`src/rtl/instr_encoder_writer_pkg.sv`:
```
// ============================================================================
// Module : instr_encoder_writer_pkg
// Brief  : Shared kind codes, RV32I opcodes and FSM encoding for the writer.
// Rev    : 1.0 - initial release
// ============================================================================
`default_nettype none

package instr_encoder_writer_pkg;

  localparam logic [2:0] KIND_LW   = 3'd0;
  localparam logic [2:0] KIND_SW   = 3'd1;
  localparam logic [2:0] KIND_R    = 3'd2;
  localparam logic [2:0] KIND_BEQ  = 3'd3;
  localparam logic [2:0] KIND_IALU = 3'd4;
  localparam logic [2:0] KIND_JAL  = 3'd5;

  // Opcodes must stay in lockstep with main_decoder.
  localparam logic [6:0] OP_LW   = 7'b0000011;
  localparam logic [6:0] OP_SW   = 7'b0100011;
  localparam logic [6:0] OP_R    = 7'b0110011;
  localparam logic [6:0] OP_BEQ  = 7'b1100011;
  localparam logic [6:0] OP_IALU = 7'b0010011;
  localparam logic [6:0] OP_JAL  = 7'b1101111;

  localparam logic [2:0] F3_W   = 3'b010;
  localparam logic [2:0] F3_BEQ = 3'b000;

  typedef enum logic [1:0] {
    ST_IDLE  = 2'd0,
    ST_RUN   = 2'd1,
    ST_FLUSH = 2'd2,
    ST_DONE  = 2'd3
  } state_t;

endpackage

`default_nettype wire

```
`src/rtl/instr_encoder_writer_encode_word.sv`:
```
// ============================================================================
// Module : instr_encode_word
// Brief  : Combinational RV32I field packer with immediate range checking.
// Rev    : 1.0 - initial release
// ============================================================================
`default_nettype none

module instr_encode_word
  import instr_encoder_writer_pkg::*;
(
  input  logic [2:0]  kind,
  input  logic [2:0]  funct3,
  input  logic        funct7b5,
  input  logic [4:0]  rd,
  input  logic [4:0]  rs1,
  input  logic [4:0]  rs2,
  input  logic [20:0] imm,
  output logic [31:0] word,
  output logic        range_err
);

  logic fits_12;
  logic fits_13_even;
  logic even;

  // A value fits N signed bits when every bit above N-1 equals the sign bit.
  assign fits_12      = (imm[20:11] == {10{imm[11]}});
  assign fits_13_even = (imm[20:12] == {9{imm[12]}}) && !imm[0];
  assign even         = !imm[0];

  always_comb begin
    word      = 32'd0;
    range_err = 1'b0;
    case (kind)
      KIND_LW: begin
        word      = {imm[11:0], rs1, F3_W, rd, OP_LW};
        range_err = !fits_12;
      end
      KIND_SW: begin
        word      = {imm[11:5], rs2, rs1, F3_W, imm[4:0], OP_SW};
        range_err = !fits_12;
      end
      KIND_R: begin
        word      = {1'b0, funct7b5, 5'b00000, rs2, rs1, funct3, rd, OP_R};
      end
      KIND_BEQ: begin
        word      = {imm[12], imm[10:5], rs2, rs1, F3_BEQ, imm[4:1], imm[11], OP_BEQ};
        range_err = !fits_13_even;
      end
      KIND_IALU: begin
        word      = {imm[11:0], rs1, funct3, rd, OP_IALU};
        range_err = !fits_12;
      end
      KIND_JAL: begin
        word      = {imm[20], imm[10:1], imm[11], imm[19:12], rd, OP_JAL};
        range_err = !even;
      end
      default: begin
        word      = 32'd0;
        range_err = 1'b1;
      end
    endcase
  end

endmodule

`default_nettype wire

```
`src/rtl/instr_encoder_writer.sv`:
```
// ============================================================================
// Module : instr_encoder_writer
// Brief  : Streams decoded instruction bundles into imem as encoded RV32I words.
// Rev    : 1.0 - initial release
// ============================================================================
`default_nettype none

module instr_encoder_writer
  import instr_encoder_writer_pkg::*;
#(
  parameter int ADDR_W    = 8,
  parameter int DEPTH     = 256,
  parameter int BASE_ADDR = 0
) (
  input  logic              clk,
  input  logic              rst_n,
  input  logic              start,
  input  logic              in_valid,
  output logic              in_ready,
  input  logic              in_last,
  input  logic [2:0]        kind,
  input  logic [2:0]        funct3,
  input  logic              funct7b5,
  input  logic [4:0]        rd,
  input  logic [4:0]        rs1,
  input  logic [4:0]        rs2,
  input  logic [20:0]       imm,
  output logic              imem_we,
  output logic [ADDR_W-1:0] imem_addr,
  output logic [31:0]       imem_wdata,
  output logic [ADDR_W:0]   count,
  output logic              busy,
  output logic              done,
  output logic              err,
  output logic              full
);

  localparam logic [ADDR_W:0]   DEPTH_C = (ADDR_W+1)'(DEPTH);
  localparam logic [ADDR_W-1:0] BASE_C  = ADDR_W'(BASE_ADDR);
  localparam logic [ADDR_W:0]   ONE_C   = {{ADDR_W{1'b0}}, 1'b1};

  state_t          state;
  logic [31:0]     enc_word;
  logic            enc_err;
  logic [ADDR_W:0] slot;
  logic [ADDR_W:0] slot_next;
  logic            accept;
  logic            write_ok;
  logic            fills;

  instr_encode_word u_encode (
    .kind      (kind),
    .funct3    (funct3),
    .funct7b5  (funct7b5),
    .rd        (rd),
    .rs1       (rs1),
    .rs2       (rs2),
    .imm       (imm),
    .word      (enc_word),
    .range_err (enc_err)
  );

  // count lags the output register by one cycle, so the pending write
  // already owns the next slot when a back-to-back bundle arrives.
  assign slot      = count + {{ADDR_W{1'b0}}, imem_we};
  assign slot_next = slot + ONE_C;

  assign full     = (count == DEPTH_C);
  assign busy     = (state != ST_IDLE);
  assign in_ready = (state == ST_RUN) && (slot != DEPTH_C);
  assign accept   = in_valid && in_ready;
  assign write_ok = accept && !enc_err;
  assign fills    = write_ok && (slot_next == DEPTH_C);

  always_ff @(posedge clk or negedge rst_n) begin
    if (!rst_n) begin
      state      <= ST_IDLE;
      imem_we    <= 1'b0;
      imem_addr  <= BASE_C;
      imem_wdata <= 32'd0;
      count      <= '0;
      done       <= 1'b0;
      err        <= 1'b0;
    end else begin
      imem_we <= 1'b0;
      done    <= 1'b0;
      if (imem_we) begin
        count <= count + ONE_C;
      end
      case (state)
        ST_IDLE: begin
          if (start) begin
            count <= '0;
            err   <= 1'b0;
            state <= ST_RUN;
          end
        end
        ST_RUN: begin
          if (accept) begin
            if (write_ok) begin
              imem_we    <= 1'b1;
              imem_addr  <= BASE_C + slot[ADDR_W-1:0];
              imem_wdata <= enc_word;
            end
            if (enc_err) begin
              err <= 1'b1;
            end
            if (in_last) begin
              state <= ST_FLUSH;
            end else if (fills) begin
              // Memory filled before the stream said it was finished.
              err   <= 1'b1;
              state <= ST_FLUSH;
            end
          end
        end
        ST_FLUSH: begin
          done  <= 1'b1;
          state <= ST_DONE;
        end
        ST_DONE: begin
          state <= ST_IDLE;
        end
        default: begin
          state <= ST_IDLE;
        end
      endcase
    end
  end

endmodule

`default_nettype wire

```
`config.mk`:
```
export PLATFORM = sky130hd
export DESIGN_NAME = instr_encoder_writer
export DESIGN_NICKNAME = d
export VERILOG_FILES = /design/src/rtl/instr_encoder_writer_pkg.sv /design/src/rtl/instr_encoder_writer_encode_word.sv /design/src/rtl/instr_encoder_writer.sv
export SDC_FILE = /design/constraint.sdc
export NUM_CORES = 1
export LEC_CHECK = 0
export ABC_AREA = 1
export BUFFER_PORTS_ARGS = -buffer_cell sky130_fd_sc_hd__buf_4
export CAP_MARGIN = 30
export CORE_MARGIN = 2
export CORE_UTILIZATION = 50
export CTS_BUF_LIST = sky130_fd_sc_hd__clkbuf_4
export CTS_CLUSTER_SIZE = 28
export DETAILED_ROUTE_END_ITERATION = 16
export GPL_ROUTABILITY_DRIVEN = 0
export GPL_TIMING_DRIVEN = 0
export PLACE_DENSITY_LB_ADDON = 0.15
export SLEW_MARGIN = 25
export SYNTH_ARGS = -nofsm -noshare
export SYNTH_HDL_FRONTEND = slang
export SYNTH_SLANG_ARGS = --single-unit
export TNS_END_PERCENT = 10
```
`constraint.sdc`:
```
create_clock -name clk -period 4.3 [get_ports clk]
set_input_delay 0.215 -clock clk [delete_from_list [all_inputs] [get_ports clk]]
set_output_delay 0.215 -clock clk [all_outputs]
set_load 0.01 [all_outputs]
```
==> flow_metrics.env <==
export IMPL_outcome="complete, no violations"
export IMPL_p_total_mw=1.868
export IMPL_die_area_mm2=0.006391
export IMPL_final_cells=570
export IMPL_synthMostInstantiatedCell="nand2_1"
export IMPL_drive_gt1_share_pct=26.51
export IMPL_synth_edf_count=0
export IMPL_regToRegSetupSlack_ns=1.95
export IMPL_fin_tns_setup_ns=0
export IMPL_path_cells="ha_1, ha_1, nor2_1, nand3_1, nor2_1, nand2_1, nor2_1, a21oi_1, buf_4"
export IMPL_synth_compound_area_share_pct=11.28
export IMPL_setup_worst_path_end_class="primary output"
export IMPL_grtUsageTotal_pct=24.99
export IMPL_synth_common_cells="nand2_1, dfrtp_1, nor2_1"
export IMPL_async_reset_ff_share_pct=100.0
export IMPL_pre_cts_slack_ns=1.989
export IMPL_rr_endpoint="imem_wdata[4]"
export IMPL_synth_top_family_by_area="simple AND/OR/NAND/NOR gates"
export IMPL_hold_start="imm[6]"
export IMPL_dr_total_vias=2970
export IMPL_cts_root_buf="clkbuf_4"
export IMPL_numCtsBuffers=5
export IMPL_syn_inst=387
export IMPL_postLayoutCellArea_mm2=0.003806
export IMPL_antennaDiodeCount=0
export IMPL_initial_utilization_pct=52.06
export IMPL_arrival_ns=2.21
export IMPL_min_to="imem_wdata[26]"
export IMPL_ys_ff_latch=52
export IMPL_drtIter0Drc=126
export IMPL_worstRegToRegCells=14
export IMPL_path_max_fanout=5
export IMPL_place_inst=561
export IMPL_fin_util_pct=68.70
export IMPL_setup_ws_ns=1.870
export IMPL_die_h_um=79.95
export IMPL_cp_start_kind="flop"
export IMPL_ctsResizeCount=0
export IMPL_p_leak_nw=2.013
export IMPL_synth_cell_type_count=29
export IMPL_max_stage_delay_ns=0.46
export IMPL_placed_cell_area_mm2=0.003740
export IMPL_ys_top_cells_by_area="dfrtp_1, nand2_1, nor2_1"
export IMPL_nets=553
export IMPL_ys_flop_type="dfrtp_1"
export IMPL_rows=27
export IMPL_grt_pass1_vias=2851
export IMPL_grt_pass1_wl_um=12540
export IMPL_layout_min_cycle_time_ns=2.430
export IMPL_crit_required_ns=4.09
export IMPL_period_share_pct=56.50
export IMPL_r2r_start="imem_we"
export IMPL_cts_tree="done"
export IMPL_postRouteAntennaNets=0
export IMPL_netlist_area_leader_share_pct=45.12
export IMPL_ios=103
export IMPL_hold_slack_ns=0.04539
export IMPL_area_delta_synth_final_pct=31.97
export IMPL_synthAdderAreaFrac_pct=3.471
export IMPL_via_per_inst=5.211
export IMPL_avgSynthCellArea_um2=7.452
export IMPL_synth_xor_area_share_pct=0.3037
export IMPL_slowest_stage="dfrtp_1"
export IMPL_routed_wl_um=7604
export IMPL_netlist_area_mm2=0.002884
export IMPL_finalSetupViolations=0
export IMPL_fp_coreArea_mm2=0.005540
export IMPL_grt_max_degree=53
export IMPL_yosys_warnings=0
export IMPL_cp_num_buf_inv=1
export IMPL_htree_levels=2
export IMPL_overflow=0
export IMPL_critPathMostFrequentCell="nor2_1"
export IMPL_routedWlPerCell_um=13.34
export IMPL_maxCapViolations=0
export IMPL_die_w_um=79.95
export IMPL_io_buffers=102
export IMPL_synthSimpleGateAreaFrac_pct=31.80
export IMPL_hold_buffers=1
export IMPL_path_delay_family="adder cells"
export IMPL_dpl_hpwl_um=5935
export IMPL_synth_fp_nets=443
export IMPL_worstMarginPinSlew_ns=0.6507
export IMPL_antenna_found_initial=0
export IMPL_cts_sinks=52
export IMPL_slew_headroom_pct=56.62
export IMPL_cts_buffer_depth=2
export IMPL_clk_pin_slew_worst_paths_ns=0.15
export IMPL_drc=0
export IMPL_synth_area_leader_cell="dfrtp_1"
export IMPL_slew_viol_final=0
export IMPL_peakVddDrop_v=0.0002871
export IMPL_fmax_ghz=0.4116
export IMPL_firstDrtPassIters=5
export IMPL_power_density_mw_per_mm2=490.8
export IMPL_post_cts_buffers=0
export IMPL_ys_seq_area_share_pct=45.12
export IMPL_min_path_cells=3
export IMPL_rsz0062_at_grt="false"
export IMPL_fin_skew_ns=0.01333
export IMPL_worst_setup_path_type="flop to primary output"
export IMPL_clock_latency_ns=0.38
export IMPL_synth_mux_area_fraction_pct=0
export IMPL_min_path_type="primary input to flop"
export IMPL_hold_viol=0
registers in the layout (all words and copies together) (netlist names):
signal,flops
imem_wdata,30
count,9
imem_addr,8
state,2
done,1
err,1
imem_we,1
cells in the final DEF (no fill, tap or decap), types with 2 or more instances in the layout:
cell,synthesis,final
a211oi_1,2,2
a21oi_1,8,8
a22oi_1,4,4
a31oi_1,9,9
buf_2,3,3
buf_4,8,110
clkbuf_1,2,2
clkbuf_4,0,6
dfrtp_1,52,52
ha_1,8,8
inv_1,35,35
inv_2,3,3
nand2_1,121,121
nand3_1,29,29
nand4_1,6,6
nor2_1,41,41
nor2_2,3,3
nor3_1,8,8
nor4_1,2,2
o21ai_0,14,14
o21ai_1,18,18
or2_2,3,3
report_power, final:
group / internal [mW] / switching [mW]
clock network: 0.0690 / 0.162
logic: 0.427 / 0.420
registers: 0.670 / 0.120
layout make-up:
type                            instances  area, µm²
Clock buffer                            6      45.04
Tap cell                               72      90.09
Inverter                               39      148.9
Fill cell                             495       1734
Sequential cell                        52       1301
Timing Repair Buffer                  103      775.7
Buffer                                 13      82.58
Multi-Input combinational cell        283       1351
Clock inverter                          2      11.26
worst max-delay path by stage:
| stage | startpoint | endpoint | slack [ns] | depth (start not counted) |
|---|---|---|---|---|
| after detailed placement | imem_we | imem_wdata[4] | 1.99 | 15 |
| after global placement | imem_we | imem_wdata[29] | 2.04 | 14 |
| final | imem_we | in_ready | 1.87 | 9 |
| after global routing | imem_we | in_ready | 1.61 | 10 |
| after floorplan | imem_we | imem_wdata[5] | 2.22 | 15 |
| after CTS | imem_we | in_ready | 1.87 | 9 |
worst register-to-register path: cells and delay by family, from the launching register on:
| kind | cells | cell delay (ns) |
|---|---|---|
| and+or+nand+nor | 8 | 0.95 |
| adders and majority gates | 2 | 0.48 |
| DFF | 1 | 0.46 |
| buffers and inverters | 2 | 0.25 |
| AOI/OAI and AO/OA | 2 | 0.11 |
layer usage:
layer,GRT usage (%),wire length (µm),vias up,part of all wire (%)
li1,-,-,1481,-
met1,30.86,3223,1387,42
met2,43.92,3830,96,50
met3,4.977,484,6,6.4
met4,7.458,65,0,0.85
met5,0,0,-,0
cell families after synthesis:
group | after synthesis
DFF | 52
adders and majority gates | 8
xor gates and xnor gates | 1
buffers and inverters | 52
AOI/OAI and AO/OA | 58
and+or+nand+nor | 216
Note: power is estimated with default switching activity, not from simulation.
